**config.mk**
```make
export PLATFORM = sky130hd
export DESIGN_NAME = ll_state_update
export DESIGN_NICKNAME = d
export VERILOG_FILES = /design/src/rtl/ll_pkg.sv /design/src/rtl/bcd_digit_addsub.sv /design/src/rtl/ll_state_update.sv
export SDC_FILE = /design/constraint.sdc
export NUM_CORES = 1
export LEC_CHECK = 0
export ABC_AREA = 1
export CAP_MARGIN = 10
export CORE_MARGIN = 2
export CORE_UTILIZATION = 50
export CTS_CLUSTER_DIAMETER = 50
export DETAILED_ROUTE_END_ITERATION = 12
export PLACE_DENSITY = 0.79
export SYNTH_ARGS = -nofsm -noshare
export SYNTH_HDL_FRONTEND = slang
export SYNTH_HIERARCHICAL = 1
export SYNTH_SLANG_ARGS = --single-unit
```
**constraint.sdc**
```tcl
create_clock -name clk -period 9.75 [get_ports clk]
set_clock_uncertainty 0.2 [all_clocks]
set_input_delay 0.975 -clock clk [delete_from_list [all_inputs] [get_ports clk]]
set_output_delay 0.975 -clock clk [all_outputs]
set_load 0.02 [all_outputs]
```
**src/rtl/ll_pkg.sv**
```systemverilog
// ============================================================================
//  Module      : ll_pkg
//  Description : Shared types and constants for the lander BCD state update.
//  Revision    : 1.0 - initial release
// ============================================================================
`default_nettype none

package ll_pkg;

    typedef logic [15:0] bcd4_t;

    typedef enum logic [2:0] {
        ST_IDLE   = 3'd0,
        ST_CLAMP  = 3'd1,
        ST_ALT    = 3'd2,
        ST_VELT   = 3'd3,
        ST_VELG   = 3'd4,
        ST_FUEL   = 3'd5,
        ST_COMMIT = 3'd6
    } ll_upd_state_t;

    localparam bcd4_t BCD_NEG_MIN    = 16'h5000;
    localparam bcd4_t BCD_POS_MAX    = 16'h4999;
    localparam bcd4_t LL_GRAVITY_DEF = 16'h0005;
    localparam bcd4_t LL_ALT_INIT    = 16'h4500;
    localparam bcd4_t LL_VEL_INIT    = 16'h0000;
    localparam bcd4_t LL_FUEL_INIT   = 16'h0800;

    // 10's complement sign class: a most-significant digit of 5..9 is negative
    function automatic logic bcd_is_neg(input logic [3:0] ms_digit);
        return ms_digit >= 4'd5;
    endfunction

    function automatic logic [3:0] bcd_digit(input bcd4_t x, input logic [1:0] idx);
        return x[{idx, 2'b00} +: 4];
    endfunction

endpackage

`default_nettype wire

```
**src/rtl/bcd_digit_addsub.sv**
```systemverilog
// ============================================================================
//  Module      : bcd_digit_addsub
//  Description : Single BCD digit adder/subtractor with decimal carry/borrow.
//  Revision    : 1.0 - initial release
// ============================================================================
`default_nettype none

module bcd_digit_addsub (
    input  logic [3:0] a,
    input  logic [3:0] b,
    input  logic       op,    // 0 = a + b + cin, 1 = a - b - cin
    input  logic       cin,
    output logic [3:0] s,
    output logic       cout
);

    logic [4:0] w_raw;

    always_comb begin
        w_raw = 5'd0;
        s     = 4'd0;
        cout  = 1'b0;
        if (op) begin
            w_raw = {1'b0, a} - {1'b0, b} - {4'd0, cin};
            cout  = w_raw[4];
            s     = cout ? (w_raw[3:0] + 4'd10) : w_raw[3:0];
        end else begin
            w_raw = {1'b0, a} + {1'b0, b} + {4'd0, cin};
            cout  = (w_raw > 5'd9);
            s     = cout ? (w_raw[3:0] + 4'd6) : w_raw[3:0];
        end
    end

endmodule

`default_nettype wire

```
**src/rtl/ll_state_update.sv**
```systemverilog
// ============================================================================
//  Module      : ll_state_update
//  Description : Digit-serial BCD integrator for altitude, velocity and fuel,
//                sharing one BCD digit adder. Optional LL_VEL_SAT_EN macro
//                enables velocity saturation on signed overflow.
//  Revision    : 1.0 - initial release
// ============================================================================
`default_nettype none

module ll_state_update
    import ll_pkg::*;
#(
    parameter bcd4_t GRAVITY   = LL_GRAVITY_DEF,
    parameter bcd4_t ALT_INIT  = LL_ALT_INIT,
    parameter bcd4_t VEL_INIT  = LL_VEL_INIT,
    parameter bcd4_t FUEL_INIT = LL_FUEL_INIT
) (
    input  logic        clk,
    input  logic        rst,
    input  logic        tick,
    input  logic        wen,
    input  logic [15:0] thrust,
    output logic [15:0] alt,
    output logic [15:0] vel,
    output logic [15:0] fuel,
    output logic [15:0] thrust_eff,
    output logic        busy,
    output logic        done
);

    ll_upd_state_t r_state;
    ll_upd_state_t w_state_nxt;
    logic [1:0]    r_dig;
    logic          r_cy;
    logic          r_done;
    bcd4_t         r_alt, r_vel, r_fuel, r_te_eff;
    bcd4_t         r_te, r_alt_n, r_vel_n, r_fuel_n;

    logic          w_last, w_is_phase, w_commit;
    logic [3:0]    w_a, w_b, w_s;
    logic          w_op, w_cin, w_cout;
    bcd4_t         w_te_thr, w_te_clamp;
    logic          w_vel_ov;
    bcd4_t         w_vel_sat;

    assign w_last     = (r_dig == 2'd3);
    assign w_is_phase = (r_state == ST_ALT)  || (r_state == ST_VELT) ||
                        (r_state == ST_VELG) || (r_state == ST_FUEL);

    always_ff @(posedge clk or posedge rst) begin
        if (rst) begin
            r_state <= ST_IDLE;
            r_dig   <= 2'd0;
        end else begin
            r_state <= w_state_nxt;
            r_dig   <= w_is_phase ? (r_dig + 2'd1) : 2'd0;
        end
    end

    always_comb begin
        w_state_nxt = r_state;
        w_commit    = 1'b0;
        case (r_state)
            ST_IDLE:   if (tick && wen) w_state_nxt = ST_CLAMP;
            ST_CLAMP:  w_state_nxt = ST_ALT;
            ST_ALT:    if (w_last) w_state_nxt = ST_VELT;
            ST_VELT:   if (w_last) w_state_nxt = ST_VELG;
            ST_VELG:   if (w_last) w_state_nxt = ST_FUEL;
            ST_FUEL:   if (w_last) w_state_nxt = ST_COMMIT;
            ST_COMMIT: begin
                w_state_nxt = ST_IDLE;
                w_commit    = wen;
            end
            default:   w_state_nxt = ST_IDLE;
        endcase
    end

    // Operand routing for the shared digit adder
    always_comb begin
        w_a  = 4'd0;
        w_b  = 4'd0;
        w_op = 1'b0;
        case (r_state)
            ST_ALT: begin
                w_a = bcd_digit(r_alt, r_dig);
                w_b = bcd_digit(r_vel, r_dig);
            end
            ST_VELT: begin
                w_a = bcd_digit(r_vel, r_dig);
                w_b = bcd_digit(r_te, r_dig);
            end
            ST_VELG: begin
                w_a  = bcd_digit(r_vel_n, r_dig);
                w_b  = bcd_digit(GRAVITY, r_dig);
                w_op = 1'b1;
            end
            ST_FUEL: begin
                w_a  = bcd_digit(r_fuel, r_dig);
                w_b  = bcd_digit(r_te, r_dig);
                w_op = 1'b1;
            end
            default: ;
        endcase
    end

    assign w_cin = (r_dig == 2'd0) ? 1'b0 : r_cy;

    bcd_digit_addsub u_addsub (
        .a    (w_a),
        .b    (w_b),
        .op   (w_op),
        .cin  (w_cin),
        .s    (w_s),
        .cout (w_cout)
    );

    assign w_te_thr   = bcd_is_neg(thrust[15:12]) ? 16'h0000 : thrust;
    assign w_te_clamp = (w_te_thr > r_fuel) ? r_fuel : w_te_thr;

`ifdef LL_VEL_SAT_EN
    logic w_sa, w_sb, w_sr;

    // Overflow judged on the last digit from operand/result sign classes
    always_comb begin
        w_sa = 1'b0;
        w_sb = 1'b0;
        if (r_state == ST_VELG) begin
            w_sa = bcd_is_neg(r_vel_n[15:12]);
            w_sb = bcd_is_neg(GRAVITY[15:12]);
        end else begin
            w_sa = bcd_is_neg(r_vel[15:12]);
            w_sb = bcd_is_neg(r_te[15:12]);
        end
        w_sr     = bcd_is_neg(w_s);
        w_vel_ov = w_last && ((r_state == ST_VELT) || (r_state == ST_VELG)) &&
                   (w_op ? (w_sa != w_sb) : (w_sa == w_sb)) && (w_sr != w_sa);
    end

    assign w_vel_sat = w_sa ? BCD_NEG_MIN : BCD_POS_MAX;
`else
    assign w_vel_ov  = 1'b0;
    assign w_vel_sat = 16'h0000;
`endif

    always_ff @(posedge clk or posedge rst) begin
        if (rst) begin
            r_alt    <= ALT_INIT;
            r_vel    <= VEL_INIT;
            r_fuel   <= FUEL_INIT;
            r_te_eff <= 16'h0000;
            r_te     <= 16'h0000;
            r_alt_n  <= 16'h0000;
            r_vel_n  <= 16'h0000;
            r_fuel_n <= 16'h0000;
            r_cy     <= 1'b0;
            r_done   <= 1'b0;
        end else begin
            case (r_state)
                ST_CLAMP: r_te <= w_te_clamp;
                ST_ALT:   r_alt_n[{r_dig, 2'b00} +: 4] <= w_s;
                ST_VELT, ST_VELG: begin
                    if (w_vel_ov) r_vel_n <= w_vel_sat;
                    else          r_vel_n[{r_dig, 2'b00} +: 4] <= w_s;
                end
                ST_FUEL:  r_fuel_n[{r_dig, 2'b00} +: 4] <= w_s;
                default: ;
            endcase
            if (w_is_phase) r_cy <= w_cout;
            if (w_commit) begin
                r_alt    <= r_alt_n;
                r_vel    <= r_vel_n;
                r_fuel   <= r_fuel_n;
                r_te_eff <= r_te;
            end
            r_done <= w_commit;
        end
    end

    assign alt        = r_alt;
    assign vel        = r_vel;
    assign fuel       = r_fuel;
    assign thrust_eff = r_te_eff;
    assign busy       = (r_state != ST_IDLE);
    assign done       = r_done;

endmodule

`default_nettype wire

```
# Word level (Yosys, flattened, before mapping)
# Index checks and enable logic that the tools add are counted.
dict set report totals {
  mem_bits_ro 0
  n_memories 0
  reg_bits 135
  ram_bits 0
  latchBits 0
  in_bits 20
}
dict set report op_classes {
  div_mod_pow 0
  n_eq_ne 12
  n_mux 21
  reduce_logical 11
  addsub 8
  order_cmp 3
  n_bitwise 0
  mul 0
  n_shift 8
}
# op n
set ops {}
lappend ops {{indexed part select 16 x 5 -> 4 bit} 5}
lappend ops {{bitwise mux 16 bit} 3}
lappend ops {{2-to-1 mux 16 bit} 2}
lappend ops {{case mux 3 bit (6 select lines)} 1}
lappend ops {{greater-than comparator 16 bit} 1}
lappend ops {{case mux 4 bit (4 select lines)} 1}
lappend ops {{variable shift 4 x 6 -> 16 bit, first input constant} 1}
lappend ops {{indexed part select 16 x 5 -> 4 bit, first input constant} 1}
lappend ops {{indexed part select 4 x 6 -> 16 bit} 1}
lappend ops {{2-to-1 mux 3 bit} 5}
lappend ops {{2-to-1 mux 4 bit} 3}
lappend ops {{case mux 4 bit (3 select lines)} 1}
lappend ops {{inequality test 2 bit, second input constant} 5}
lappend ops {{equality test 3 bit, second input constant} 3}
lappend ops {{equality test 3 x 2 -> 1 bit, second input constant} 2}
lappend ops {{negator 4 -> 6 bit} 1}
lappend ops {{OR reduction 2 bit} 3}
lappend ops {{adder 4 x 4 -> 5 bit} 1}
lappend ops {{adder 5 x 1 -> 5 bit} 1}
lappend ops {{greater-than comparator 5 x 4 -> 1 bit, second input constant} 1}
lappend ops {{AND reduction 5 bit} 1}
lappend ops {{subtractor 4 x 4 -> 5 bit} 1}
lappend ops {{subtractor 5 x 1 -> 5 bit} 1}
lappend ops {{adder 4 x 3 -> 4 bit, second input constant} 1}
lappend ops {{other kinds (12)} 17}

# Longest topological paths before layout
# Gate-level depths: netlist of run 1.
dict set report depth {
  depth_word 10
  depth_mapped 28
  ltp_nobuf 27
}

# By module
# The synthesis of run 1 kept the hierarchy.
# module cells_per_inst area_each_um2 instances
set by_module_without_submodules {}
lappend by_module_without_submodules {ll_state_update 815 6751.5 1}
lappend by_module_without_submodules {bcd_digit_addsub 110 621.8 1}

# Least setup slack after synthesis of run 1
# Ideal clock, no wire load.
dict set report synth_timing {
  path_type {flip-flop to flip-flop}
  from {register r_state[1]}
  to {register r_fuel_n[9]}
  stages_incl_launch_ff 27
  arrival_time_ns 3.550
  path_slack_ns 5.934
  setup_time_ns 0.065
  period_less_slack_ns 3.816
  path_buffers 1
  t_required_ns 9.485
  cell_sequence {dfrtp_1 > inv_1 > nand2_1 > buf_2 > a21oi_1 > o221ai_1 > nand2_1 > nand2_1 > nand3_1 > o21ai_0 > fa_1 > fa_1 > inv_1 > nand2_1 > nand2_2 > ha_1 > inv_1 > nor2_1 > a21oi_2 > nand2_1 > nand2_2 > nand2_1 > nand3_1 > nand2_1 > inv_1 > nor3_1 > mux2_2}
}
dict set report synth_via {
  elab_cells_between_ends 21
}
# item line
set synth_lines {}
lappend synth_lines {{start: declaration} ll_state_update.sv:31} ;# ll_upd_state_t r_state;
lappend synth_lines {{start signal: assignment} ll_state_update.sv:55} ;# r_state <= w_state_nxt;
lappend synth_lines {{equality test 3 bit / equality test 3 x 2 -> 1 bit (equally long branches)} ll_state_update.sv:83} ;# case (r_state)
lappend synth_lines {{case mux 4 bit (4 select lines) *} ll_state_update.sv:83}
lappend synth_lines {{via w_a[0]} ll_state_update.sv:40} ;# logic [3:0] w_a, w_b, w_s;
lappend synth_lines {{adder 4 x 4 -> 5 bit / subtractor 4 x 4 -> 5 bit (equally long branches)} {bcd_digit_addsub.sv:28, bcd_digit_addsub.sv:24}}
lappend synth_lines {{adder 5 x 1 -> 5 bit / subtractor 5 x 1 -> 5 bit (equally long branches)} {bcd_digit_addsub.sv:28, bcd_digit_addsub.sv:24}}
lappend synth_lines {{adder 4 x 3 -> 4 bit, or another cell as far along} bcd_digit_addsub.sv:30} ;# s = cout ? (w_raw[3:0] + 4'd6) : w_raw[3:0];
lappend synth_lines {{2-to-1 mux 4 bit (on tied branches)} {bcd_digit_addsub.sv:30, bcd_digit_addsub.sv:26}}
lappend synth_lines {{2-to-1 mux 4 bit *} bcd_digit_addsub.sv:23} ;# if (op) begin
lappend synth_lines {{via w_s[1]} ll_state_update.sv:40}
lappend synth_lines {{indexed part select 4 x 6 -> 16 bit *} ll_state_update.sv:165} ;# ST_FUEL: r_fuel_n[{r_dig, 2'b00} +: 4] <= w_s;
lappend synth_lines {{bitwise mux 16 bit *} ll_state_update.sv:165}
lappend synth_lines {{end signal: indexed assignment} ll_state_update.sv:165}
lappend synth_lines {{end: declaration} ll_state_update.sv:37} ;# bcd4_t r_te, r_alt_n, r_vel_n, r_fuel_n;
# The timed path passes the listed nets; every way through them passes the cells marked *.
# A chain may end at the register's enable or synchronous reset.

# Final worst setup path of run 1
dict set report layout_timing {
  from {register r_dig[0]}
  to {register r_fuel_n[9]}
}
dict set report layout_via {
  elab_chain_len 9
  elab_cells_between_ends 24
}
# item line
set layout_rtl {}
lappend layout_rtl {{start: declaration} ll_state_update.sv:33} ;# logic [1:0] r_dig;
lappend layout_rtl {{start signal: assignment} ll_state_update.sv:56} ;# r_dig <= w_is_phase ? (r_dig + 2'd1) : 2'd0;
lappend layout_rtl {{indexed part select 16 x 5 -> 4 bit} ll_pkg.sv:35} ;# return x[{idx, 2'b00} +: 4];
lappend layout_rtl {{case mux 4 bit (3 select lines) *} ll_state_update.sv:83}
lappend layout_rtl {{via w_b[0]} ll_state_update.sv:40}
lappend layout_rtl {{adder 4 x 4 -> 5 bit / subtractor 4 x 4 -> 5 bit (equally long branches)} {bcd_digit_addsub.sv:28, bcd_digit_addsub.sv:24}}
lappend layout_rtl {{adder 5 x 1 -> 5 bit / subtractor 5 x 1 -> 5 bit (equally long branches)} {bcd_digit_addsub.sv:28, bcd_digit_addsub.sv:24}}
lappend layout_rtl {{adder 4 x 3 -> 4 bit, or another cell as far along} bcd_digit_addsub.sv:30}
lappend layout_rtl {{2-to-1 mux 4 bit (on tied branches)} {bcd_digit_addsub.sv:30, bcd_digit_addsub.sv:26}}
lappend layout_rtl {{2-to-1 mux 4 bit *} bcd_digit_addsub.sv:23}
lappend layout_rtl {{via w_s[1]} ll_state_update.sv:40}
lappend layout_rtl {{indexed part select 4 x 6 -> 16 bit *} ll_state_update.sv:165}
lappend layout_rtl {{bitwise mux 16 bit *} ll_state_update.sv:165}
# Marked as above.

==> impl_summary.txt, run 1 <==
----------------------------------------------------
[Setup path]
  Kind of critical path ... reg2reg
  Type of element launching the critical path ... register
  Number of buffer and inverter stages on the critical path ... 4
  Crit path required time ... 9.92 ns
  Data arrival, critical path ... 5.29 ns
  Worst path slowest cell ... sky130_fd_sc_hd__dfrtp_1
  Most used cell, CP ... sky130_fd_sc_hd__nand2_1
  Reg-to-reg critical path endpoint ... r_fuel_n[9]
  Top fanout value on the critical path ... 34
  Crit. End Element ... register
  FF-to-FF Start ... r_dig[0]
  Worst Reg-to-Reg Cells ... 24
  FF-to-FF setup slack ... 4.63 ns
  Chain of cells forming the critical path ... inv_1, nand3_1, o21ai_0, nand2_1, nand2_1, nand2_1, o21ai_0, fa_1, fa_1, inv_1, nand2_1, nand2_2, ha_1, inv_1, nor2_1, a21oi_2, nand2_1, nand2_2, nand2_1, nand3_1, nand2_1, inv_1, nor3_1, mux2_2
  Crit path max-delay family ... simple AND/OR/NAND/NOR gates
  Peak per-stage delay on the critical path ... 1.01 ns

[Yosys]
  Fraction of post-synthesis cell area in the top cell type by area ... 0.445
  Library cells used by synthesis ... 37
  Synth Cell Area ... 7370 sq um
  Post-synth top flop ... sky130_fd_sc_hd__dfrtp_1
  Largest area contributor in the netlist ... sky130_fd_sc_hd__dfrtp_1
  Flop and latch count out of synthesis ... 135
  Sequential-to-total area share from yosys stat ... 0.459
  Synthesized net count ... 982
  EDFF count, synth ... 0
  Largest cells by area after synthesis ... sky130_fd_sc_hd__dfrtp_1 (44%), sky130_fd_sc_hd__nand2_1 (14%), sky130_fd_sc_hd__inv_1 (6.2%)
  Average footprint of a synthesized cell ... 7.97 sq um
  Yosys warns ... 6
  Share of async-settable or async-resettable flops after synthesis ... 1.00
  Synthesized netlist cell count ... 925

[Floorplan]
  Overall die width ... 125 um
  Standard cell core area ... 14500 sq um
  Die area ... 15700 sq um
  Chip Height ... 125 um
  Number of cell rows ... 44
  I/O pins ... 86
  Initial Utilization ... 0.509

[Global routing]
  Global-route wire length before repair ... 33100 um
  Vias in the first global route ... 6081
  Largest net degree at the start of global routing ... 85
  Number of antenna violations at the first check in global routing ... 0
  GRT Total Usage ... 0.271
  GRT Residual Overflow ... 0

[Finish]
  Count of non-filler cells in the finished layout ... 1195
  Proportion of layout cells with a drive suffix above 1 ... 0.0781
  Commonest cells after routing, fill and taps aside ... sky130_fd_sc_hd__nand2_1 (283), sky130_fd_sc_hd__dfrtp_1 (131), sky130_fd_sc_hd__inv_1 (120)
  Count of nets after finishing ... 1056
  Filler Cells Inserted ... 1242
  Sequential Area ... 3380 sq um
  Area added between synthesis and finish ... 20.3%
  Number of antenna repair diodes ... 0
  Most frequent standard cell in the layout excluding fill and tap cells ... sky130_fd_sc_hd__nand2_1
  Multi-input gate area in the final layout ... 3340 sq um

[Pwr]
  Leak ... 4.29 nW
  Portion of total power attributed to combinational logic ... 0.538
  Switching power share of the total ... 0.473
  Part of the power in the clock network ... 0.180
  Highest ir drop seen on vdd ... 292 uV
  Relative contribution of sequential cells to total power ... 0.283
  PD cells ... 385 nW/um^2
  Switching power summed over all nets ... 1.62 mW
  Int Pwr ... 1.80 mW

[Detailed routing]
  First-pass DRT Iterations ... 5
  Starting DRT DRC Count ... 787
  Residual antenna-violating net count after detailed routing ... 0
  Final Routed Wirelength ... 20400 um
  DR vias ... 6493
  Detail-routed via count per cell ... 5.43
  Routed length per placed instance ... 17.1 um
  DRC violation count after routing ... 0

[Worst hold path]
  Source of the worst hold timing path ... thrust_eff[4]
  Number of cells on the worst hold path ... 2
  Endpoint, Worst Hold ... thrust_eff[4]
  Type of the tightest min-delay check ... reg2reg

[Place]
  Last weighted congestion value of the routability-driven placer ... 0.967
  Placed Instances ... 1164
  Estimated wirelength of the detail-placed design ... 15200 um
  IO Port Bufs ... 85

[Clock tree]
  Post_cts resized ... 0
  Clock transition at the register clock pins on the worst setup and hold paths after CTS ... 0.06 ns
  Root buffer selected by CTS ... sky130_fd_sc_hd__clkbuf_16
  Buffers inserted during post-CTS setup optimization ... 0
  Number of hold-repair buffers added at the cts stage ... 0
  Clock latency of the later-clocked register in the worst-skew pair ... 0.43 ns
  Number of H-tree levels ... 4
  CTS buffer count ... 17
  Clock tree from TritonCTS ... done
  Total number of clock tree sinks ... 135
  Deepest clock path buffer count ... 2

[STA]
  RSZ-0062 raised after global routing ... false
  Count of final setup violators ... 0
  Worst-Margin Slew ... 1.02 ns
  Min Clock Period, post-route ... 5.12 ns
  Final Slew Violations ... 0
  Upper clock frequency limit ... 195 MHz
  Sum Neg Setup Slack ... 0 ns
  Hold violation total from the final report ... 0
  Worst rel slew slack ... 0.318
  Final period util ... 0.525
  Worst Hold Slack ... 0.270 ns

[Run]
  MaxCap Viol Count ... 0

[Status]
  Outcome ... completed

----------------------------------------------------
[through the flow]
stage	area [sq um]	util	setup WS [ns]	total power, mW
floorplan	7370	-	4.97	2.15
global placement	8300	0.573	4.80	2.74
detailed placement	8300	0.573	4.74	2.76
CTS	8870	0.612	4.73	3.39
global route	8870	0.612	4.16	3.67
finish	8870	0.612	4.63	3.42
[metal layers]
layer | global-route usage | vias to the layer above | part of all wire | wire [um]
met4 | 0.133 | 0 | 0.043 | 878
li1 | - | 3125 | - | -
met2 | 0.399 | 303 | 0.44 | 9060
met5 | 0 | - | 0 | 0
met1 | 0.380 | 3000 | 0.43 | 8800
met3 | 0.0608 | 65 | 0.082 | 1670
[logic make-up (layout without fill, tap and decap cells)]
group           after synthesis  in the layout  synth area share
compound gates              163            163             0.122
flops                       135            135             0.459
simple gates                414            414             0.239
mux                          16             16            0.0244
fa+ha+maj                    37             37            0.0669
buf+inv                     158            244            0.0879
xor+xnor                      1              1           0.00119
other cells                   1              1          0.000509
[area by class of cell]
class,count,share of cell area
tap,184,0.0260
clock buffer,21,0.0531
timing repair buffer,88,0.0985
inverter,125,0.0532
sequential,135,0.382
multi-input combinational,632,0.377
clock inverter,10,0.0109
[worst max-delay path by stage]
stage             start     endpoint  cells past startpoint  slack, ns
3_5_place_dp   r_dig[0]  r_fuel_n[9]                     24       4.74
6_report       r_dig[0]  r_fuel_n[9]                     24       4.63
4_1_cts        r_dig[0]  r_fuel_n[9]                     24       4.73
5_1_grt        r_dig[0]   r_alt_n[9]                     25       4.16
3_3_place_gp   r_dig[0]  r_fuel_n[9]                     24       4.80
2_1_floorplan       rst       alt[0]                      1       4.97
[worst min-delay path, delay by kind of cell (launching register included)]
family        cells  cell delay (ns)
flops             1             0.33
simple gates      2             0.11
[Yosys cell counts (15+ instances only)]
cell type / number
sky130_fd_sc_hd__inv_1: 121
sky130_fd_sc_hd__o21ai_1: 32
sky130_fd_sc_hd__mux2_2: 16
sky130_fd_sc_hd__nand2_1: 283
sky130_fd_sc_hd__o21ai_0: 74
sky130_fd_sc_hd__o221ai_1: 15
sky130_fd_sc_hd__a21oi_1: 33
sky130_fd_sc_hd__dfrtp_1: 131
sky130_fd_sc_hd__ha_1: 33
sky130_fd_sc_hd__clkbuf_1: 17
sky130_fd_sc_hd__nor2_1: 35
sky130_fd_sc_hd__nand3_1: 69
[state kept, by name (all words and copies together) (netlist names)]
register and count:
r_fuel_n 16, r_alt_n 16, vel 16, r_cy 1, r_vel_n 16, thrust_eff 16
alt 16, r_dig 2, done 1, r_state 3, r_te 16, fuel 16
[power groups by stage]
stage | Sequential [mW] | Combinational, mW | Clock [mW]
after CTS | 0.961 | 1.81 | 0.621
after global placement | 0.966 | 1.77 | 0
after global routing | 0.988 | 2.03 | 0.646
after detailed placement | 0.967 | 1.80 | 0
after floorplan | 1.02 | 1.13 | 0
final | 0.965 | 1.84 | 0.614
No activity file was read; power rests on OpenSTA's default activity.
==> inputs of run 2 (changes only) <==
- PLACE_DENSITY: 0.79 -> 0.82
- clock period: 9.75 -> 4.6 ns (I/O delays scaled with it)
==> impl_summary.txt, run 2 (same netlist as run 1, synthesis figures left out) <==
----------------------------------------------------
[Status]
  Outcome ... completed

[Finish]
  Post-layout instance area ... 9060 sq um
  Number of antenna repair diodes ... 0
  Area added between synthesis and finish ... 22.8%
  Commonest cells after routing, fill and taps aside ... sky130_fd_sc_hd__nand2_1 (281), sky130_fd_sc_hd__dfrtp_1 (131), sky130_fd_sc_hd__inv_1 (119)
  Proportion of layout cells with a drive suffix above 1 ... 0.0977
  Utilization of the core after routing ... 0.625
  Count of nets after finishing ... 1068
  Most frequent standard cell in the layout excluding fill and tap cells ... sky130_fd_sc_hd__nand2_1

[STA]
  Final Slew Violations ... 0
  Count of final setup violators ... 0
  Final period util ... 0.929
  Hold violation total from the final report ... 0
  Min Clock Period, post-route ... 4.27 ns
  Worst-Margin Slew ... 0.871 ns
  Worst rel slew slack ... 0.419
  Upper clock frequency limit ... 234 MHz

[Setup path]
  Peak per-stage delay on the critical path ... 0.57 ns
  Type of element launching the critical path ... register
  FF-to-FF setup slack ... 0.33 ns
  Crit. End Element ... register
  Reg-to-reg critical path endpoint ... r_fuel_n[11]
  Kind of critical path ... reg2reg
  Crit path launch ... r_dig[1]
  Data arrival, critical path ... 4.44 ns
  Worst Reg-to-Reg Cells ... 20
  Chain of cells forming the critical path ... clkinvlp_4, buf_4, buf_4, ha_1, nor2_1, inv_1, fa_1, fa_1, inv_1, nand2_1, a21oi_1, nand2_1, nand2_2, nand2_1, nand2_1, nand3_1, nand2_1, inv_1, nor3_2, mux2_2
  Last element of the critical path ... r_fuel_n[11]
  Top fanout value on the critical path ... 9
  Crit path required time ... 4.76 ns
  Most used cell, CP ... sky130_fd_sc_hd__nand2_1
  Worst path slowest cell ... sky130_fd_sc_hd__dfrtp_1
  FF-to-FF Start ... r_dig[1]

[Pwr]
  PD cells ... 816 nW/um^2
  Highest ir drop seen on vdd ... 581 uV
  Portion of total power attributed to combinational logic ... 0.537
  Switching power summed over all nets ... 3.44 mW
  Switching power share of the total ... 0.466
  Relative contribution of sequential cells to total power ... 0.271
  Leak ... 4.37 nW
  Int Pwr ... 3.95 mW
  Part of the power in the clock network ... 0.191

[Detailed routing]
  DR vias ... 6642
  Residual antenna-violating net count after detailed routing ... 0
  Routed length per placed instance ... 16.9 um
  Starting DRT DRC Count ... 905
  Detail-routed via count per cell ... 5.50
  Final Routed Wirelength ... 20400 um
  First-pass DRT Iterations ... 8
  DRC violation count after routing ... 0

[Floorplan]
  Chip Height ... 125 um
  Number of cell rows ... 44
  Standard cell core area ... 14500 sq um
  Initial Utilization ... 0.509
  Overall die width ... 125 um
  I/O pins ... 86
  Die area ... 15700 sq um

[Clock tree]
  Deepest clock path buffer count ... 2
  Clock transition at the register clock pins on the worst setup and hold paths after CTS ... 0.06 ns
  Clock tree from TritonCTS ... done
  Number of H-tree levels ... 4
  Total number of clock tree sinks ... 135
  Number of hold-repair buffers added at the cts stage ... 0
  CTS buffer count ... 17
  Root buffer selected by CTS ... sky130_fd_sc_hd__clkbuf_16
  Clock latency of the later-clocked register in the worst-skew pair ... 0.43 ns

[Place]
  Instance area at placement ... 8370 sq um
  Estimated wirelength of the detail-placed design ... 15200 um
  IO Port Bufs ... 85
  Last weighted congestion value of the routability-driven placer ... 0.989

[Run]
  MaxCap Viol Count ... 0

[Global routing]
  GRT Residual Overflow ... 0
  GRT Total Usage ... 0.265
  Largest net degree at the start of global routing ... 84
  Vias in the first global route ... 5916
  Global-route wire length before repair ... 32400 um
  Number of antenna violations at the first check in global routing ... 0

[Worst hold path]
  Number of cells on the worst hold path ... 2
  Type of the tightest min-delay check ... reg2reg

----------------------------------------------------
run 2: changes by cell type in the layout (fill, tap and decap cells not counted), moves of 3 or more:
cell / change
sky130_fd_sc_hd__clkinv_2: -3
sky130_fd_sc_hd__inv_8: +3
sky130_fd_sc_hd__clkbuf_8: -3
sky130_fd_sc_hd__buf_4: +11
sky130_fd_sc_hd__nor3_1: -3
sky130_fd_sc_hd__clkinvlp_4: +3
sky130_fd_sc_hd__nor3_2: +3
run 2: worst min-delay path by stage:
stage	from	endpoint	slack, ns
after floorplan	r_te[11]	r_te[11]	0.25
after global placement	thrust_eff[8]	thrust_eff[8]	0.25
after detailed placement	thrust_eff[10]	thrust_eff[10]	0.26
after CTS	thrust_eff[10]	thrust_eff[10]	0.27
after global routing	thrust_eff[10]	thrust_eff[10]	0.29
final	thrust_eff[0]	thrust_eff[0]	0.27
run 2: metal layers:
layer	up-vias	share of wire	wire, um	GRT usage
li1	3159	-	-	-
met1	3109	0.43	8750	0.379
met2	330	0.46	9350	0.404
met3	44	0.083	1700	0.0496
met4	0	0.032	646	0.100
met5	-	0	0	0
run 2: metrics by stage:
stage	hold WS [ns]	power (mW)	worst slack [ns]	cells	TNS (ns)
floorplan	0.249	4.56	0.336	925	0
global placement	0.253	5.75	0.300	1171	0
detailed placement	0.257	5.82	0.168	1171	0
CTS	0.272	7.27	0.148	1203	0
global route	0.289	7.94	-0.00109	1208	-0.00109
finish	0.269	7.39	0.326	1208	0
run 2: cell type report:
class                           count  area (sq um)
Fill cell                        1237          5420
Sequential cell                   135          3380
Multi-Input combinational cell    632          3370
Timing Repair Buffer              100           976
Inverter                          125           475
Clock buffer                       18           429
Tap cell                          184           230
Clock inverter                     14           190
run 2: critical path, delay by kind of cell (launching register included):
| family | cells | cell delay, ns |
|---|---|---|
| AO/OA/AOI/OAI | 1 | 0.14 |
| multiplexers | 1 | 0.21 |
| flip-flops | 1 | 0.57 |
| adder cells (fa/ha/maj) | 3 | 1.15 |
| AND/OR/NAND/NOR | 9 | 1.19 |
| buffers and inverters | 6 | 0.72 |
run 2: timing repair:
action / CTS / global route
buffers inserted: 0 / 5
resized for setup: 0 / 10
endpoints found under the setup margin: 0 / 33
run 2: power by group through the flow:
stage	Clock [mW]	Sequential, mW	Combinational, mW
3_3_place_gp	0	2.00	3.75
3_5_place_dp	0	2.01	3.81
5_1_grt	1.49	2.05	4.40
6_report	1.41	2.01	3.97
2_1_floorplan	0	2.16	2.39
4_1_cts	1.43	2.00	3.84
